### config.mk
export PLATFORM = sky130hd
export DESIGN_NAME = seg_scan_decoder
export DESIGN_NICKNAME = d
export VERILOG_FILES = /design/src/rtl/seg_dec_pkg.sv /design/src/rtl/seg7_pattern_decode.sv /design/src/rtl/seg_scan_decoder.sv
export SDC_FILE = /design/constraint.sdc
export NUM_CORES = 1
export LEC_CHECK = 0
export ABC_CLOCK_PERIOD_IN_PS = 8700
export BUFFER_PORTS_ARGS = -buffer_cell sky130_fd_sc_hd__buf_4
export CAP_MARGIN = 20
export CORE_MARGIN = 5
export CORE_UTILIZATION = 35
export CTS_BUF_LIST = sky130_fd_sc_hd__clkbuf_4
export DETAILED_ROUTE_END_ITERATION = 12
export SETUP_SLACK_MARGIN = 0.5
export SLEW_MARGIN = 20
export SYNTH_ARGS = -nofsm -noshare
export SYNTH_HDL_FRONTEND = slang
export SYNTH_HIERARCHICAL = 1
export SYNTH_SLANG_ARGS = --single-unit
### constraint.sdc
create_clock -name clk1 -period 8.7 [get_ports clk1]
set_input_delay 0 -clock clk1 [delete_from_list [all_inputs] [get_ports clk1]]
set_output_delay 0 -clock clk1 [all_outputs]
set_load 0.02 [all_outputs]
### src/rtl/seg_dec_pkg.sv
// ============================================================================
//  Module      : seg_dec_pkg
//  Description : Shared constants and FSM state type for the 7-segment scan
//                decoder (active-low a..g patterns, blank code, state enum).
//  Revision    : 1.0 - initial release
// ============================================================================
`default_nettype none

package seg_dec_pkg;

    // Active-low a..g patterns, identical to the display encoder's table
    localparam logic [6:0] SEG_0     = 7'b0000001;
    localparam logic [6:0] SEG_1     = 7'b1001111;
    localparam logic [6:0] SEG_2     = 7'b0010010;
    localparam logic [6:0] SEG_3     = 7'b0000110;
    localparam logic [6:0] SEG_4     = 7'b1001100;
    localparam logic [6:0] SEG_5     = 7'b0100100;
    localparam logic [6:0] SEG_6     = 7'b0100000;
    localparam logic [6:0] SEG_7     = 7'b0001111;
    localparam logic [6:0] SEG_8     = 7'b0000000;
    localparam logic [6:0] SEG_9     = 7'b0000100;
    localparam logic [6:0] SEG_BLANK = 7'b1111111;

    localparam logic [3:0] DIGIT_INVALID = 4'hF;

    typedef enum logic [1:0] {
        WAIT   = 2'd0,
        SETTLE = 2'd1,
        HELD   = 2'd2
    } seg_dec_state_t;

    // Anode bit to digit position: an[3] is the ones digit (position 0)
    function automatic logic [1:0] an_to_pos(input logic [3:0] an_oh);
        logic [1:0] pos;
        pos = 2'd0;
        case (an_oh)
            4'b1000: pos = 2'd0;
            4'b0100: pos = 2'd1;
            4'b0010: pos = 2'd2;
            4'b0001: pos = 2'd3;
            default: pos = 2'd0;
        endcase
        return pos;
    endfunction

endpackage

`default_nettype wire

### src/rtl/seg7_pattern_decode.sv
// ============================================================================
//  Module      : seg7_pattern_decode
//  Description : Combinational active-low a..g pattern to BCD classifier.
//  Revision    : 1.0 - initial release
// ============================================================================
`default_nettype none

module seg7_pattern_decode
    import seg_dec_pkg::*;
(
    input  logic [6:0] i_pattern,
    output logic       o_is_digit,
    output logic       o_is_blank,
    output logic [3:0] o_bcd
);

    always_comb begin
        o_is_digit = 1'b1;
        o_is_blank = 1'b0;
        o_bcd      = DIGIT_INVALID;
        case (i_pattern)
            SEG_0:     o_bcd = 4'd0;
            SEG_1:     o_bcd = 4'd1;
            SEG_2:     o_bcd = 4'd2;
            SEG_3:     o_bcd = 4'd3;
            SEG_4:     o_bcd = 4'd4;
            SEG_5:     o_bcd = 4'd5;
            SEG_6:     o_bcd = 4'd6;
            SEG_7:     o_bcd = 4'd7;
            SEG_8:     o_bcd = 4'd8;
            SEG_9:     o_bcd = 4'd9;
            SEG_BLANK: begin
                o_is_digit = 1'b0;
                o_is_blank = 1'b1;
            end
            default:   o_is_digit = 1'b0;
        endcase
    end

endmodule

`default_nettype wire

### src/rtl/seg_scan_decoder.sv
// ============================================================================
//  Module      : seg_scan_decoder
//  Description : Samples the multiplexed an/seg display bus, waits for each
//                strobe/pattern pair to settle and decodes it back to BCD per
//                anode position, with error pulses and a refresh watchdog.
//                Define SEG_DEC_SYNC_EN to add a 2-flop input synchroniser.
//  Revision    : 1.0 - initial release
// ============================================================================
`default_nettype none

module seg_scan_decoder
    import seg_dec_pkg::*;
#(
    parameter int STABLE_CYCLES  = 4,
    parameter int TIMEOUT_CYCLES = 1_000_000
) (
    input  logic        clk1,
    input  logic        reset,
    input  logic [3:0]  an,
    input  logic [7:0]  seg,
    output logic [15:0] digits,
    output logic [3:0]  dig_valid,
    output logic [3:0]  dp_out,
    output logic        upd,
    output logic        err_pat,
    output logic        err_an,
    output logic        stale
);

    localparam int SCW = $clog2(STABLE_CYCLES + 1);
    localparam int TOW = $clog2(TIMEOUT_CYCLES + 1);

    localparam logic [SCW-1:0] C_SETTLE_LAST = SCW'(STABLE_CYCLES - 1);
    localparam logic [TOW-1:0] C_WD_LAST     = TOW'(TIMEOUT_CYCLES - 1);
    localparam logic [TOW-1:0] C_WD_ARM      = TOW'(TIMEOUT_CYCLES - 2);

    logic [11:0]    w_bus;
    logic [11:0]    r_s;
    logic [SCW-1:0] r_settle_cnt;
    logic [TOW-1:0] r_wd_cnt;
    seg_dec_state_t r_state;

`ifdef SEG_DEC_SYNC_EN
    logic [11:0] r_sync1;
    logic [11:0] r_sync2;

    always_ff @(posedge clk1 or posedge reset) begin
        if (reset) begin
            r_sync1 <= '0;
            r_sync2 <= '0;
        end else begin
            r_sync1 <= {an, seg};
            r_sync2 <= r_sync1;
        end
    end

    assign w_bus = r_sync2;
`else
    assign w_bus = {an, seg};
`endif

    logic [3:0] w_an;
    logic [7:0] w_seg;
    logic [1:0] w_pos;
    logic       w_is_digit;
    logic       w_is_blank;
    logic [3:0] w_bcd;

    assign w_an  = r_s[11:8];
    assign w_seg = r_s[7:0];
    assign w_pos = an_to_pos(w_an);

    seg7_pattern_decode u_pattern_decode (
        .i_pattern  (w_seg[7:1]),
        .o_is_digit (w_is_digit),
        .o_is_blank (w_is_blank),
        .o_bcd      (w_bcd)
    );

    // A capture needs the bus to still match the sample on the terminal count
    logic w_bus_same;
    logic w_capture;

    assign w_bus_same = (w_bus == r_s);
    assign w_capture  = (r_state == SETTLE) && w_bus_same && (r_settle_cnt == C_SETTLE_LAST);

    logic [15:0] w_digits_nx;
    logic [3:0]  w_valid_nx;
    logic [3:0]  w_dp_nx;
    logic        w_cap_upd;
    logic        w_cap_err_pat;
    logic        w_cap_err_an;
    logic        w_valid_cap;
    logic [3:0]  w_old_digit;

    always_comb begin
        w_digits_nx   = digits;
        w_valid_nx    = dig_valid;
        w_dp_nx       = dp_out;
        w_cap_upd     = 1'b0;
        w_cap_err_pat = 1'b0;
        w_cap_err_an  = 1'b0;
        w_valid_cap   = 1'b0;
        w_old_digit   = digits[{w_pos, 2'b00} +: 4];
        if (w_capture) begin
            if (!$onehot0(w_an)) begin
                w_cap_err_an = 1'b1;
            end else if (w_an != 4'b0000) begin
                if (w_is_digit) begin
                    w_cap_upd   = !dig_valid[w_pos] || (w_old_digit != w_bcd);
                    w_digits_nx[{w_pos, 2'b00} +: 4] = w_bcd;
                    w_valid_nx[w_pos] = 1'b1;
                    w_dp_nx[w_pos]    = ~w_seg[0];
                    w_valid_cap       = 1'b1;
                end else begin
                    w_cap_upd     = dig_valid[w_pos];
                    w_digits_nx[{w_pos, 2'b00} +: 4] = DIGIT_INVALID;
                    w_valid_nx[w_pos] = 1'b0;
                    w_cap_err_pat = !w_is_blank;
                end
            end
        end
    end

    // Timeout fires on the cycle the watchdog reaches its last count; a valid
    // capture in that same cycle takes priority and restarts it
    logic w_timeout;
    assign w_timeout = !w_valid_cap && (r_wd_cnt >= C_WD_ARM);

    always_ff @(posedge clk1 or posedge reset) begin
        if (reset) begin
            r_s          <= '0;
            r_settle_cnt <= '0;
            r_wd_cnt     <= '0;
            r_state      <= WAIT;
            digits       <= {4{DIGIT_INVALID}};
            dig_valid    <= '0;
            dp_out       <= '0;
            upd          <= 1'b0;
            err_pat      <= 1'b0;
            err_an       <= 1'b0;
            stale        <= 1'b0;
        end else begin
            if (!w_bus_same) begin
                r_s          <= w_bus;
                r_settle_cnt <= '0;
                r_state      <= SETTLE;
            end else begin
                case (r_state)
                    SETTLE: begin
                        if (r_settle_cnt == C_SETTLE_LAST) begin
                            r_state <= HELD;
                        end else begin
                            r_settle_cnt <= r_settle_cnt + SCW'(1);
                        end
                    end
                    HELD:    r_state <= HELD;
                    default: r_state <= WAIT;
                endcase
            end

            digits  <= w_digits_nx;
            dp_out  <= w_dp_nx;
            err_pat <= w_cap_err_pat;
            err_an  <= w_cap_err_an;

            if (w_valid_cap) begin
                r_wd_cnt <= '0;
                stale    <= 1'b0;
            end else if (w_timeout) begin
                r_wd_cnt <= C_WD_LAST;
                stale    <= 1'b1;
            end else begin
                r_wd_cnt <= r_wd_cnt + TOW'(1);
            end

            dig_valid <= w_timeout ? 4'b0000 : w_valid_nx;
            upd       <= w_cap_upd || (w_timeout && (w_valid_nx != 4'b0000));
        end
    end

endmodule

`default_nettype wire

Yosys cells after proc, flatten, opt, wreduce, memory -nomap -nowiden

Index checks and enable logic that the tools add are counted.

Bits of input ports: 14
Memories kept: 0
Bits in registers: 65
Memory bits (read-only): 0
Output and inout port bits: 28
RAM bits: 0
Latch bits: 0
Logic and storage cells: 109

Muxes and demuxes: 41
Div/mod/pow operators: 0
Bitwise logic cells: 4
Shift operators: 4
$mul: 0
Eq/ne operators: 21
Magnitude comparators: 4
Reduce and logical (&&, ||, !) cells: 18
Add/sub/neg operators: 6

Operators with widths:

| operator                | count |
|---|---|
| $mux 20                 | 2 |
| $pmux 4 s10             | 1 |
| $bwmux 16               | 2 |
| $eq 7x7->1 const B      | 3 |
| $add 20x1->20 const B   | 1 |
| $ge 20x20->1 const B    | 1 |
| $mux 1                  | 20 |
| $mux 4                  | 5 |
| $mux 16                 | 1 |
| $shift 4x6->16 const A  | 1 |
| $shiftx 16x5->4         | 1 |
| $shiftx 4x6->16         | 1 |
| $shiftx 4x6->16 const A | 1 |
| $eq 7x3->1 const B      | 2 |
| $eq 7x6->1 const B      | 2 |
| $eq 12x12->1            | 1 |
| $reduce_or 10->1        | 1 |
| $mux 3                  | 3 |
| $reduce_bool 4->1       | 2 |
| $eq 7x1->1 const B      | 1 |
| $eq 7x4->1 const B      | 1 |
| $eq 7x5->1 const B      | 1 |
| $logic_not 7->1         | 1 |
| $neg 4->6               | 1 |
| other kinds (33)        | 42 |

Depth between registers and ports, before layout

Word-level depth: 15
Mapped depth: 15
Mapped depth without buffers: 13

By module

The synthesis kept the hierarchy.

Modules (own cells, without submodules):

| module              | area an instance (sq um) | cells each | instances | seq. area each (sq um) |
|---|---|---|---|---|
| seg_scan_decoder    | 3686.0                   | 400        | 1         | 1646.6 |
| seg7_pattern_decode | 224.0                    | 37         | 1         | 0.0 |

Worst setup path after synthesis

Ideal clock, no wire load.

Path kind: register -> register
Start: reg r_s[11]
End: reg upd
Cell stages (with the launch flop): 15
Arrival: 2.928 ns
Data required time: 8.570 ns
Path buffers: 1
Setup slack: 5.642 ns
Library setup time: 0.130 ns
Clock period less this slack: 3.058 ns
Path through: dfrtp_1 -> buf_2 -> inv_1 -> fa_1 -> inv_1 -> ha_1 -> inv_1 -> ha_1 -> nor3b_1 -> o2111ai_1 -> nor4_2 -> nand2_1 -> a22o_1 -> o211ai_1 -> o21ai_0

Word-level cells in the longest chain between the ends: 15
Elaborated cells on any way between the ends: 41
Classes of those cells: add/sub (2); order compare (3); eq/ne (5); shift (1); mux (16); bitwise (3); reduce/logical (11)

Ends and longest elaborated chain:

| item                                                                  | line                                             | source |
|---|---|---|
| from (decl)                                                           | seg_scan_decoder.sv:38                           | `logic [11:0] r_s;` |
| from (signal assigned)                                                | seg_scan_decoder.sv:145                          | `r_s <= w_bus;` |
| $eq 4x1->1, or another cell as far along                              | seg_dec_pkg.sv:36                                | `case (an_oh)` |
| $pmux 2 s3                                                            | seg_dec_pkg.sv:36                                |  |
| $lt 2x3->1 (implied by the code) / $ge 2x1->1 (equally long branches) | seg_scan_decoder.sv:112, seg_scan_decoder.sv:118 |  |
| $logic_and 1x1->1 (implied by the code)                               | seg_scan_decoder.sv:112, seg_scan_decoder.sv:118 |  |
| $mux 1 (implied by the code)                                          | seg_scan_decoder.sv:112, seg_scan_decoder.sv:118 |  |
| $demux 1 s2                                                           | seg_scan_decoder.sv:112, seg_scan_decoder.sv:118 |  |
| $not 4->4 (no line)                                                   | n/a                                              |  |
| $and 4x4->4 (no line)                                                 | n/a                                              |  |
| $mux 4                                                                | seg_scan_decoder.sv:109                          | `if (w_is_digit) begin` |
| $mux 4                                                                | seg_scan_decoder.sv:108                          | `end else if (w_an != 4'b0000) begin` |
| $mux 4                                                                | seg_scan_decoder.sv:106                          | `if (!$onehot0(w_an)) begin` |
| $mux 4                                                                | seg_scan_decoder.sv:105                          | `if (w_capture) begin` |
| $reduce_bool 4->1                                                     | seg_scan_decoder.sv:178                          | `upd <= w_cap_upd \|\| (w_timeout && (w_valid_nx != 4'b0000));` |
| $logic_and 1x1->1                                                     | seg_scan_decoder.sv:178                          |  |
| $logic_or 1x1->1 (*)                                                  | seg_scan_decoder.sv:178                          |  |
| to (signal assigned)                                                  | seg_scan_decoder.sv:178                          |  |
| to (decl)                                                             | seg_scan_decoder.sv:24                           | `output logic upd,` |

Every way passes the cells marked *; elsewhere a longest branch is shown, timed or not. The select of a mux whose other input is x is not followed.
A chain may end at the register's enable or synchronous reset.

Worst setup path in the final report

Same ends and word-level chain as after synthesis.

==> impl_metrics.tcl <==
set metrics [dict create \
    status "completed" \
    reg2regPathDepth 13 \
    grt_util_all_layers_pct 14.3 \
    whs_ps 216 \
    sw_frac_of_total_pct 29.9 \
    timing.rr.start "r_s[11]" \
    fmaxAchievable_mhz 279 \
    p_int_mw 0.391 \
    via_per_inst 5.04 \
    path_cells "inv_1 > fa_1 > inv_1 > ha_1 > inv_1 > ha_1 > nor3b_1 > o2111ai_1 > nor4_2 > nand2_1 > a22o_1 > o211ai_1 > o21ai_0" \
    cts.sinks 65 \
    wl_met1_um 4220 \
    pwr-share-clk_pct 34.1 \
    ys_ff_latch 65 \
    cts_tree "done" \
    cts_resized 0 \
    grt.overflow.total 0 \
    layout_common_cells "nor2_1, dfrtp_1, buf_4" \
    yosys_warnings 6 \
    synthCells 437 \
    start_util_pct 35.9 \
    route.met3.wl_um 306 \
    hpwl_um 6330 \
    insertion_delay_ps 450 \
    hold_viol_final 0 \
    cap_violations 0 \
    worstSetupPathType "reg -> reg" \
    yosys.area.top_type "dfrtp_1" \
    antenna_left 0 \
    rows 38 \
    synthFlopType "dfrtp_1" \
    synth_area_leaders "dfrtp_1, dfstp_2, nor2_1" \
    die_area_um2 13400 \
    cts_buffers 9 \
    pin_count 42 \
    grt_setup_unrepaired "no" \
    synth_nets 470 \
    ctsLongestPathBuffers 2 \
    cp.arrival_ps 3910 \
    io_buffer_count 41 \
    die_h_um 116 \
    async_flop_share_pct 100 \
    setup_violations 0 \
    synth.distinct_cells 60 \
    p_leak_nw 1.92 \
    firstDrtPassIters 4 \
    syn-cell-area_um2 3910 \
    setup_ws_ps 5120 \
    antenna_found_initial 0 \
    finalWirelength_um 8990 \
    synth_enable_flop_cells 0 \
    final_common_cell "nor2_1" \
    fin_util_pct 41.5 \
    cp.required_ps 9030 \
    wl_met2_um 4290 \
    grt_start_max_net_pins 66 \
    clockRootBuffer "clkbuf_4" \
    powerDensity_nw_per_um2 123 \
    worst_pin_slew_ps 977 \
    yosysSeqAreaShare_pct 42.1 \
    top_layer_used "met4" \
    yosysTopAreaCellShare_pct 31.4 \
    first_global_vias 2962 \
    r2r-end "upd" \
    preCtsSetupSlack_ps 5200 \
    cp_slowest_cell "nor4_2" \
    dr.first_iter.drc_count 106 \
    max-vdd-ir-drop_mv 0.0763 \
    clock_skew_ps 20.0 \
    worst_setup_path_start_kind "flip-flop" \
    coreArea_um2 10900 \
    finalCritPeriodShare_pct 41.2 \
    gp_congestion 0.853 \
    maxSlewViolCount 0 \
    period_minus_slack_ps 3580 \
    holdPathEnd "r_s[8]" \
    routedWlPerCell_um 14.4 \
    max_slew_margin_pct 34.6 \
    tns_ps 0 \
    end_kind "flip-flop" \
    cp_common_cell "inv_1" \
    syn_avg_cell_area_um2 8.95 \
    area_growth_pct 15.6 \
    seq_power_share_pct 55.9 \
    clk_pin_slew_worst_paths_ps 120 \
    drive_gt1_share_pct 18.2 \
    rrSetupSlack_ps 5120 \
    critPathMaxStageDelay_ps 500 \
    combPwrFrac_pct 10.0 \
    die_w_um 116 \
    hold_depth 2 \
    post-route-drc-count 0 \
    min-delay-start "an[0]" \
    p_switching_mw 0.166 \
    vias 3140 \
    htree_levels 3 \
    crit_path_max_fanout 10 \
    final_nets 511 \
    num_antenna_cells 0 \
    grt_pass1_wl_um 15000 \
    hp-class "in -> reg" \
]
worst max-delay path by stage:
stage | start | endpoint | slack [ps]
3_5_place_dp | r_s[11] | upd | 5200
6_report | r_s[11] | upd | 5120
5_1_grt | r_s[11] | upd | 4830
4_1_cts | r_s[11] | upd | 5170
3_3_place_gp | r_s[11] | upd | 5380
2_1_floorplan | r_s[11] | upd | 5640
critical path, delay by kind of cell (launching register included):
kind	cells	cell delay, ps
compound gates	4	740
buf+inv	3	240
fa+ha+maj	3	900
flops	1	480
simple gates	3	1110
layout make-up:
class | instances | area, µm²
Multi-Input combinational cell | 319 | 2020
Inverter | 26 | 97.6
Sequential cell | 65 | 1650
Fill cell | 1066 | 6370
Clock inverter | 7 | 53.8
Clock buffer | 9 | 67.6
Tap cell | 140 | 175
Timing Repair Buffer | 57 | 460
sequential cells by signal, summed over array words and instances, names as in the netlist:
signal and count:
dig_valid 4, digits 16, dp_out 4, err_an 1, err_pat 1, r_s 12
r_settle_cnt 3, r_state 2, r_wd_cnt 20, stale 1, upd 1
through the flow:
step                instances  total power, mW  instance area (µm²)
floorplan                 437            0.355                 3910
global placement          594            0.367                 4270
detailed placement        594            0.368                 4270
CTS                       623            0.564                 4520
global route              623            0.587                 4520
finish                    623            0.557                 4520
cells by family after synthesis:
family          count (synthesis)  synth area share, %
compound gates                 91                 15.2
xor+xnor                       32                 7.36
fa+ha+maj                      19                 6.27
buf+inv                        53                 6.21
flops                          65                 42.1
mux                             7                 1.79
simple gates                  170                 21.0
power groups by stage:
stage / clock (mW) / combinational, mW / sequential [mW]
2_1_floorplan: 0 / 0.0409 / 0.314
5_1_grt: 0.212 / 0.0622 / 0.313
3_3_place_gp: 0 / 0.0502 / 0.317
3_5_place_dp: 0 / 0.0510 / 0.317
6_report: 0.190 / 0.0555 / 0.312
4_1_cts: 0.197 / 0.0558 / 0.312
metal layers:
metal	global-route usage (%)	vias up
met1	18.7	1490
met4	6.03	0
li1	-	1579
met3	3.03	14
met5	0	-
met2	23.0	57
Yosys cell counts (2+ instances only):
cell type / count
a21o_1: 2
a21boi_0: 17
nand4_1: 12
nor2_1: 61
a21oi_1: 12
or2_2: 2
o311ai_0: 2
buf_2: 2
a31oi_1: 4
dfrtp_1: 49
o21a_1: 2
nor2b_1: 5
nor4_1: 2
nor3_1: 5
buf_6: 5
o32a_1: 2
and3_1: 9
xnor2_1: 22
o21ai_0: 27
o22ai_1: 6
nand2_1: 43
o211ai_1: 3
nor3b_1: 6
xor2_1: 9
inv_1: 25
nand3_1: 8
or3_1: 3
dfstp_2: 16
ha_1: 18
a22oi_1: 2
nand2_2: 3
nand2b_1: 2
clkbuf_1: 18
mux2i_1: 7
timing repair:
| action | CTS | global route |
|---|---|---|
| buffers inserted | 0 | 0 |
| hold endpoints to repair | 61 | 0 |
| hold buffers | 13 | 0 |
(Power assumes the default switching activity.)
